## config.mk

```make
export PLATFORM = sky130hd
export DESIGN_NAME = cbm2_tpi
export DESIGN_NICKNAME = d
export VERILOG_FILES = /design/src/rtl/cbm2_tpi_pkg.sv /design/src/rtl/cbm2_tpi_irq.sv /design/src/rtl/cbm2_tpi.sv
export SDC_FILE = /design/constraint.sdc
export NUM_CORES = 1
export LEC_CHECK = 0
export CORE_MARGIN = 2
export CORE_UTILIZATION = 64
export DETAILED_ROUTE_END_ITERATION = 8
export DONT_BUFFER_PORTS = 1
export HOLD_SLACK_MARGIN = 0.1
export PLACE_DENSITY_LB_ADDON = 0.12
export SYNTH_ARGS = -nofsm -noshare
export SYNTH_HDL_FRONTEND = slang
export SYNTH_SLANG_ARGS = --single-unit
```

## constraint.sdc

```tcl
create_clock -name clk_sys -period 1.7 [get_ports clk_sys]
set_clock_uncertainty 0.05 [all_clocks]
set_input_delay 0.255 -clock clk_sys [delete_from_list [all_inputs] [get_ports clk_sys]]
set_output_delay 0.255 -clock clk_sys [all_outputs]
set_load 0.01 [all_outputs]
```

## src/rtl/cbm2_tpi_pkg.sv

```systemverilog
// Shared constants and types for the 6525 Tri-Port Interface model.
package cbm2_tpi_pkg;

  // Register select values (cpuAddr[2:0])
  localparam logic [2:0] TPI_PRA  = 3'd0;
  localparam logic [2:0] TPI_PRB  = 3'd1;
  localparam logic [2:0] TPI_PRC  = 3'd2;
  localparam logic [2:0] TPI_DDRA = 3'd3;
  localparam logic [2:0] TPI_DDRB = 3'd4;
  localparam logic [2:0] TPI_DDRC = 3'd5;  // doubles as IMR when MC=1
  localparam logic [2:0] TPI_CR   = 3'd6;
  localparam logic [2:0] TPI_AIR  = 3'd7;

  // Control register bit positions
  localparam int CR_MC = 0;  // interrupt-controller mode on port C
  localparam int CR_IP = 1;  // priority mode
  localparam int CR_E3 = 2;  // I3 edge select, 1 = rising
  localparam int CR_E4 = 3;  // I4 edge select, 1 = rising
  localparam int CR_CA = 4;  // CA mode field [5:4]
  localparam int CR_CB = 6;  // CB mode field [7:6]

  typedef enum logic [1:0] {
    HS_HANDSHAKE = 2'b00,
    HS_PULSE     = 2'b01,
    HS_LOW       = 2'b10,
    HS_HIGH      = 2'b11
  } hs_mode_t;

  // Output bits come from the latch, input bits from the pins.
  function automatic logic [7:0] port_read(input logic [7:0] pr,
                                           input logic [7:0] ddr,
                                           input logic [7:0] pins);
    return (pr & ddr) | (pins & ~ddr);
  endfunction

endpackage

```

## src/rtl/cbm2_tpi_irq.sv

```systemverilog
// Port C interrupt controller: edge detection, pending latches, IMR gating,
// priority encoder and the in-service stack.
//
// The in-service stack only ever grows with strictly higher priorities, so it
// is held as a 5-bit set: the top of stack is its highest set bit, a push
// sets a bit and a pop clears the highest one.
module cbm2_tpi_irq
  import cbm2_tpi_pkg::*;
(
  input  logic       clk_sys,
  input  logic       reset,
  input  logic       ce,
  input  logic [4:0] i_in,
  input  logic       mc,
  input  logic       ip,
  input  logic       e3,
  input  logic       e4,
  input  logic [4:0] imr,
  input  logic       air_rd,     // AIR read strobe, already qualified by ce/cs
  input  logic       air_wr,     // AIR write strobe, already qualified by ce/cs
  input  logic       clear_all,  // CR written with MC=0
  output logic [4:0] latch,
  output logic [4:0] in_service,
  output logic [7:0] air_value,
  output logic       irq_n,
  output logic       i3_edge,
  output logic       i4_edge
);

  logic [4:0] i_prev;
  logic [4:0] fall, rise, edge_hit;
  logic [4:0] masked, eligible, top_elig, pop_mask, clr_mask;
  logic       irq_pending;

  // Previous pin sample, taken on bus-cycle strobes only
  always_ff @(posedge clk_sys) begin
    if (reset)   i_prev <= '0;
    else if (ce) i_prev <= i_in;
  end

  // Active-edge detection; I3/I4 edge polarity is programmable
  always_comb begin
    fall     = ce ? (i_prev & ~i_in) : 5'b0;
    rise     = ce ? (~i_prev & i_in) : 5'b0;
    edge_hit = {(e4 ? rise[4] : fall[4]), (e3 ? rise[3] : fall[3]), fall[2:0]};
  end

  assign i3_edge = edge_hit[3];
  assign i4_edge = edge_hit[4];

  // Eligibility, highest-eligible encoder, pop target and read-clear mask
  always_comb begin
    masked   = latch & imr;
    eligible = '0;
    top_elig = '0;
    pop_mask = '0;
    for (int k = 0; k < 5; k++) begin
      eligible[k] = masked[k] & ~(|(in_service >> k));
      if (eligible[k])   top_elig = 5'b1 << k;
      if (in_service[k]) pop_mask = 5'b1 << k;
    end
    if (ip) begin
      air_value   = {3'b000, top_elig};
      clr_mask    = air_rd ? top_elig : 5'b0;
      irq_pending = |eligible;
    end else begin
      air_value   = {3'b000, masked};
      clr_mask    = air_rd ? masked : 5'b0;
      irq_pending = |masked;
    end
  end

  assign irq_n = ~(mc & irq_pending);

  // Pending latches: a new edge wins over a same-cycle read clear
  always_ff @(posedge clk_sys) begin
    if (reset)          latch <= '0;
    else if (clear_all) latch <= '0;
    else                latch <= (latch & ~clr_mask) | (mc ? edge_hit : 5'b0);
  end

  // In-service stack: push on priority AIR read, pop on priority AIR write
  always_ff @(posedge clk_sys) begin
    if (reset)                 in_service <= '0;
    else if (clear_all)        in_service <= '0;
    else if (ip && air_rd)     in_service <= in_service | top_elig;
    else if (ip && air_wr)     in_service <= in_service & ~pop_mask;
  end

endmodule

```

## src/rtl/cbm2_tpi.sv

```systemverilog
// MOS 6525 Tri-Port Interface bus responder: register file, port drivers,
// CA/CB handshake lines and the read-data mux.
//
// Bus semantics: a register access happens on a clk_sys edge where ce=1 and
// cs=1; we selects write (1) or read (0). Writes and read side effects take
// effect at that edge; dout shows the addressed register before the edge.
module cbm2_tpi
  import cbm2_tpi_pkg::*;
(
  input  logic       clk_sys,
  input  logic       reset,
  input  logic       ce,
  input  logic       cs,
  input  logic       we,
  input  logic [2:0] addr,
  input  logic [7:0] din,
  output logic [7:0] dout,
  input  logic [7:0] pa_in,
  input  logic [7:0] pb_in,
  input  logic [7:0] pc_in,
  output logic [7:0] pa_out,
  output logic [7:0] pb_out,
  output logic [7:0] pc_out,
  output logic [7:0] pa_oe,
  output logic [7:0] pb_oe,
  output logic [7:0] pc_oe,
  output logic       ca,
  output logic       cb,
  output logic       irq_n
);

  logic [7:0] pra, prb, prc, ddra, ddrb, ddrc, cr;
  logic       ca_q, cb_q;
  logic       bus_rd, bus_wr, pra_rd, prb_wr, air_rd, air_wr, cr_clear;
  logic       mc;
  hs_mode_t   ca_mode, cb_mode;
  logic [4:0] latch, in_service;
  logic [7:0] air_value, rd_data;
  logic       i3_edge, i4_edge;

  assign bus_rd   = ce & cs & ~we;
  assign bus_wr   = ce & cs & we;
  assign pra_rd   = bus_rd & (addr == TPI_PRA);
  assign prb_wr   = bus_wr & (addr == TPI_PRB);
  assign air_rd   = bus_rd & (addr == TPI_AIR);
  assign air_wr   = bus_wr & (addr == TPI_AIR);
  assign cr_clear = bus_wr & (addr == TPI_CR) & ~din[CR_MC];

  assign mc      = cr[CR_MC];
  assign ca_mode = hs_mode_t'(cr[CR_CA+1:CR_CA]);
  assign cb_mode = hs_mode_t'(cr[CR_CB+1:CR_CB]);

  cbm2_tpi_irq u_irq (
    .clk_sys    (clk_sys),
    .reset      (reset),
    .ce         (ce),
    .i_in       (pc_in[4:0]),
    .mc         (mc),
    .ip         (cr[CR_IP]),
    .e3         (cr[CR_E3]),
    .e4         (cr[CR_E4]),
    .imr        (ddrc[4:0]),
    .air_rd     (air_rd),
    .air_wr     (air_wr),
    .clear_all  (cr_clear),
    .latch      (latch),
    .in_service (in_service),
    .air_value  (air_value),
    .irq_n      (irq_n),
    .i3_edge    (i3_edge),
    .i4_edge    (i4_edge)
  );

  // Register file writes; AIR has no storage of its own
  always_ff @(posedge clk_sys) begin
    if (reset) begin
      pra  <= '0;
      prb  <= '0;
      prc  <= '0;
      ddra <= '0;
      ddrb <= '0;
      ddrc <= '0;
      cr   <= '0;
    end else if (bus_wr) begin
      case (addr)
        TPI_PRA:  pra  <= din;
        TPI_PRB:  prb  <= din;
        TPI_PRC:  prc  <= din;
        TPI_DDRA: ddra <= din;
        TPI_DDRB: ddrb <= din;
        TPI_DDRC: ddrc <= din;
        TPI_CR:   cr   <= din;
        default:  ;
      endcase
    end
  end

  // CA line state: handshake falls on PRA read and rises on the I3 edge
  always_ff @(posedge clk_sys) begin
    if (reset) begin
      ca_q <= 1'b1;
    end else if (ce) begin
      case (ca_mode)
        HS_HANDSHAKE: begin
          if (i3_edge)     ca_q <= 1'b1;
          else if (pra_rd) ca_q <= 1'b0;
        end
        HS_PULSE: ca_q <= ~pra_rd;
        HS_LOW:   ca_q <= 1'b0;
        default:  ca_q <= 1'b1;
      endcase
    end
  end

  // CB line state: handshake falls on PRB write and rises on the I4 edge
  always_ff @(posedge clk_sys) begin
    if (reset) begin
      cb_q <= 1'b1;
    end else if (ce) begin
      case (cb_mode)
        HS_HANDSHAKE: begin
          if (i4_edge)     cb_q <= 1'b1;
          else if (prb_wr) cb_q <= 1'b0;
        end
        HS_PULSE: cb_q <= ~prb_wr;
        HS_LOW:   cb_q <= 1'b0;
        default:  cb_q <= 1'b1;
      endcase
    end
  end

  // Forced modes drive the pin directly so a CR write takes effect at once
  always_comb begin
    ca = ca_q;
    cb = cb_q;
    if (ca_mode == HS_LOW)  ca = 1'b0;
    if (ca_mode == HS_HIGH) ca = 1'b1;
    if (cb_mode == HS_LOW)  cb = 1'b0;
    if (cb_mode == HS_HIGH) cb = 1'b1;
  end

  // Read-data mux from current state
  always_comb begin
    rd_data = '0;
    case (addr)
      TPI_PRA:  rd_data = port_read(pra, ddra, pa_in);
      TPI_PRB:  rd_data = port_read(prb, ddrb, pb_in);
      TPI_PRC:  rd_data = mc ? {cb, ca, irq_n, latch} : port_read(prc, ddrc, pc_in);
      TPI_DDRA: rd_data = ddra;
      TPI_DDRB: rd_data = ddrb;
      TPI_DDRC: rd_data = ddrc;
      TPI_CR:   rd_data = cr;
      default:  rd_data = air_value;
    endcase
  end

  assign dout = (cs && !we && !reset) ? rd_data : 8'h00;

  assign pa_out = pra;
  assign pa_oe  = ddra;
  assign pb_out = prb;
  assign pb_oe  = ddrb;
  assign pc_out = mc ? {cb, ca, irq_n, prc[4:0]} : prc;
  assign pc_oe  = mc ? 8'hE0 : ddrc;

endmodule

```

==> results.md <==
- Outcome: finished with violations
- Failing checks: setup timing
- Root buffer cell: clkbuf_8
- Die ar.: just over 7000 um2
- Main synth FF type: dfxtp_1
- Max Slew Vio Count: 0
- Reg clk slew, reported paths: 80 ps
- Filler instances: between 300 and 400
- Yosys top cell area share: 0.348
- Endpoints failing hold: 0
- Crit path launch type: register
- Final Wtd Congestion: approximately 0.93
- TritonCTS Buffers: 9
- Cell family with most CP delay: compound AO/OA/AOI/OAI gates
- M3 GR Usage: 0.0866
- Post-route minimum period: 2050 ps
- Final setup vio count: 10
- Rel. slew slack: 0.723
- Pwr Density: 709 nW/um2
- Initial antenna violation count: 1
- Via count: around 4500
- Synth Warn #: 0
- HP Class: in -> reg
- DRC violations left: 0
- GRT met1 Usage: 0.514
- Number of global-route vias before repair: between 4000 and 5000
- EDFF count, synth: 0
- Final nets: a little over 600
- CP arrival: 1750 ps
- Syn_nets: 540
- FF+latch count, synth: 73
- Largest cells by area after synthesis: dfxtp_1, mux2i_1, nand2_1
- Leak pwr: around 2.0 nW
- H-tree levels: 3
- Largest area contributor in the netlist: dfxtp_1
- Cells after synthesis: 500
- 1st-pass router iterations: 6
- RSZ-0062 raised after global routing: yes
- Total grt overflow: 0
- Max VDD drop: 0.000684 V
- Top-count cell post-synth: dfxtp_1
- Final Non-Filler Cells: approximately 650
- Area growth, synth to finish: 27.9%
- Post-Syn Area: ~4200 um2
- Final Cycle Share: 1.21
- Worst Tran Pin Value: a little over 400 ps
- Area of the core: about 6300 um2
- Met2 Track Usage GR: 0.665
- Port Buffers: 0
- Worst setup EP type: primary output
- Insertion delay to the later sink of the worst-skew pair: roughly 350 ps
- DR iter-0 viols: roughly 420
- Initial Util: 0.662
- Yosys cell types: 73
- Clock sinks: 73
- Slowest library cell on the worst path: dfxtp_2
- Setup ws final: -353 ps
- Worst path max stage delay: around 380 ps
- Vias per cell: 6.86
- Synth cell count leaders: dfxtp_1, nand2_1, nor2_1
- Required @ worst endpoint: between 1000 and 1500 ps
- Busiest metal layer after global routing: met2
- Max frequency: between 0.4 and 0.5 GHz
- Critical path type: reg -> out
- Placed insts: approximately 600
- Crit path buffers/inverters: 1
- Cells along the critical path: and3b_1, a211oi_4, a21oi_2, a211oi_2, buf_4
- Max clock buf depth: 2
- FFs w/ async S/R, synth: 0
- Setup TNS: -2940 ps
- MaxCap Viol Count: 0
- Die width: between 80 and 90 um
- Post-Route WL: roughly 15 mm
- TritonCTS clock tree: built
- Share of layout cells above drive strength 1: 0.291
- Num rows: 29
- Largest net degree at the start of global routing: 63
- Post-DP HPWL: between 9 and 10 mm
- First-pass GRT wire length: 23.1 mm
- CP Max Fanout: 5
- Hold WS: about 140 ps
- Die height: 85.0 um
- Gr usage total: 0.408
- Post-synthesis sequential area ratio: 0.348
- WL/cell: roughly 23 um
- Routed Antenna Nets: 0
- Post-synthesis area per instance: approximately 8.4 um2
- DP Worst Slack: -138 ps
- Num ports: 99
flip-flops by register name (all words and copies together), names as in the netlist, 8 cells and up:
register and flops:
pb_out 8, cr 8, pb_oe 8, pa_oe 8, pa_out 8, prc 8, ddrc 8
routing by layer:
layer	share of wire	vias up
met5	0	-
met4	0.038	0
met3	0.10	57
met2	0.48	312
met1	0.38	2159
li1	-	1945
logic make-up after synthesis:
group,Yosys count,synth area share
muxes,58,0.142
AOI/OAI and AO/OA,123,0.197
DFF,73,0.348
buffers and inverters,45,0.0545
and+or+nand+nor,201,0.259
path summary, 6_finish.rpt:
path	endpoint	start	slack [ps]	cells past startpoint
max reg2reg	u_irq.latch[1]$_SDFF_PP0_	u_irq.in_service[4]$_SDFFE_PP0P_	50	5
min	ca_q$_SDFFE_PP1P_	ce	140	3
max	dout[1]	u_irq.in_service[4]$_SDFFE_PP0P_	-350	5
min reg2reg	prc[7]$_SDFFE_PP0P_	prc[7]$_SDFFE_PP0P_	430	2
cell type report:
type	instances	area (um2)	area share
Multi-Input combinational cell	382	2690	0.500
Sequential cell	73	1490	0.276
Timing Repair Buffer	96	832	0.155
Clock buffer	11	141	0.0263
Inverter	7	26.3	0.00489
Tap cell	77	96.3	0.0179
Clock inverter	5	103	0.0191
Antenna cell	1	2.50	0.000466
cells in the final DEF, fill, tap and decap left out, types with 3 or more instances in the layout:
cell type / instances
clkbuf_8: 10
or3_1: 4
dfxtp_2: 16
a21o_1: 8
nand3_1: 10
mux2_2: 10
a22o_1: 3
bufinv_16: 3
o21ai_0: 13
dlygate4sd3_1: 21
nand2_1: 59
nor2_1: 57
nand3_2: 3
a21oi_2: 3
o31ai_1: 3
inv_1: 5
nand3b_1: 3
nor3_4: 3
nand2b_1: 6
or2_2: 3
nor3b_1: 4
dfxtp_1: 56
nor3_1: 3
a211oi_1: 3
a21oi_1: 36
and3b_1: 7
mux2i_1: 46
buf_4: 66
a22oi_1: 4
and3_1: 4
a31oi_1: 5
o211ai_1: 4
nor2b_1: 7
buf_6: 7
worst register-to-register path: stages (launching register included):
cell and delay, ps:
dfxtp_2 380, and3b_1 230, a211oi_4 350, buf_4 190
a21boi_1 70, o31a_1 270
where the power goes:
group,internal (mW),switching [mW],total [mW]
clock,1.01,0.694,1.71
combinational,0.165,0.197,0.361
sequential,1.72,0.0169,1.74
total,2.90,0.907,3.81
per-stage QoR:
step | utilization | area (um2) | total power [mW]
finish | 0.847 | 5380 | 3.81
global route | 0.847 | 5380 | 3.89
detailed placement | 0.722 | 4580 | 2.01
CTS | 0.835 | 5300 | 3.79
global placement | 0.722 | 4580 | 2.01
floorplan | - | 4200 | 2.00
what timing repair did:
action | in CTS | in global routing
hold buffers | 22 | 0
endpoints found under the setup margin | 11 | 11
hold endpoints to repair | 67 | 0
pin swaps | 22 | 9
resized for setup | 43 | 21
setup buffers | 11 | 0
(Power assumes the default switching activity.)
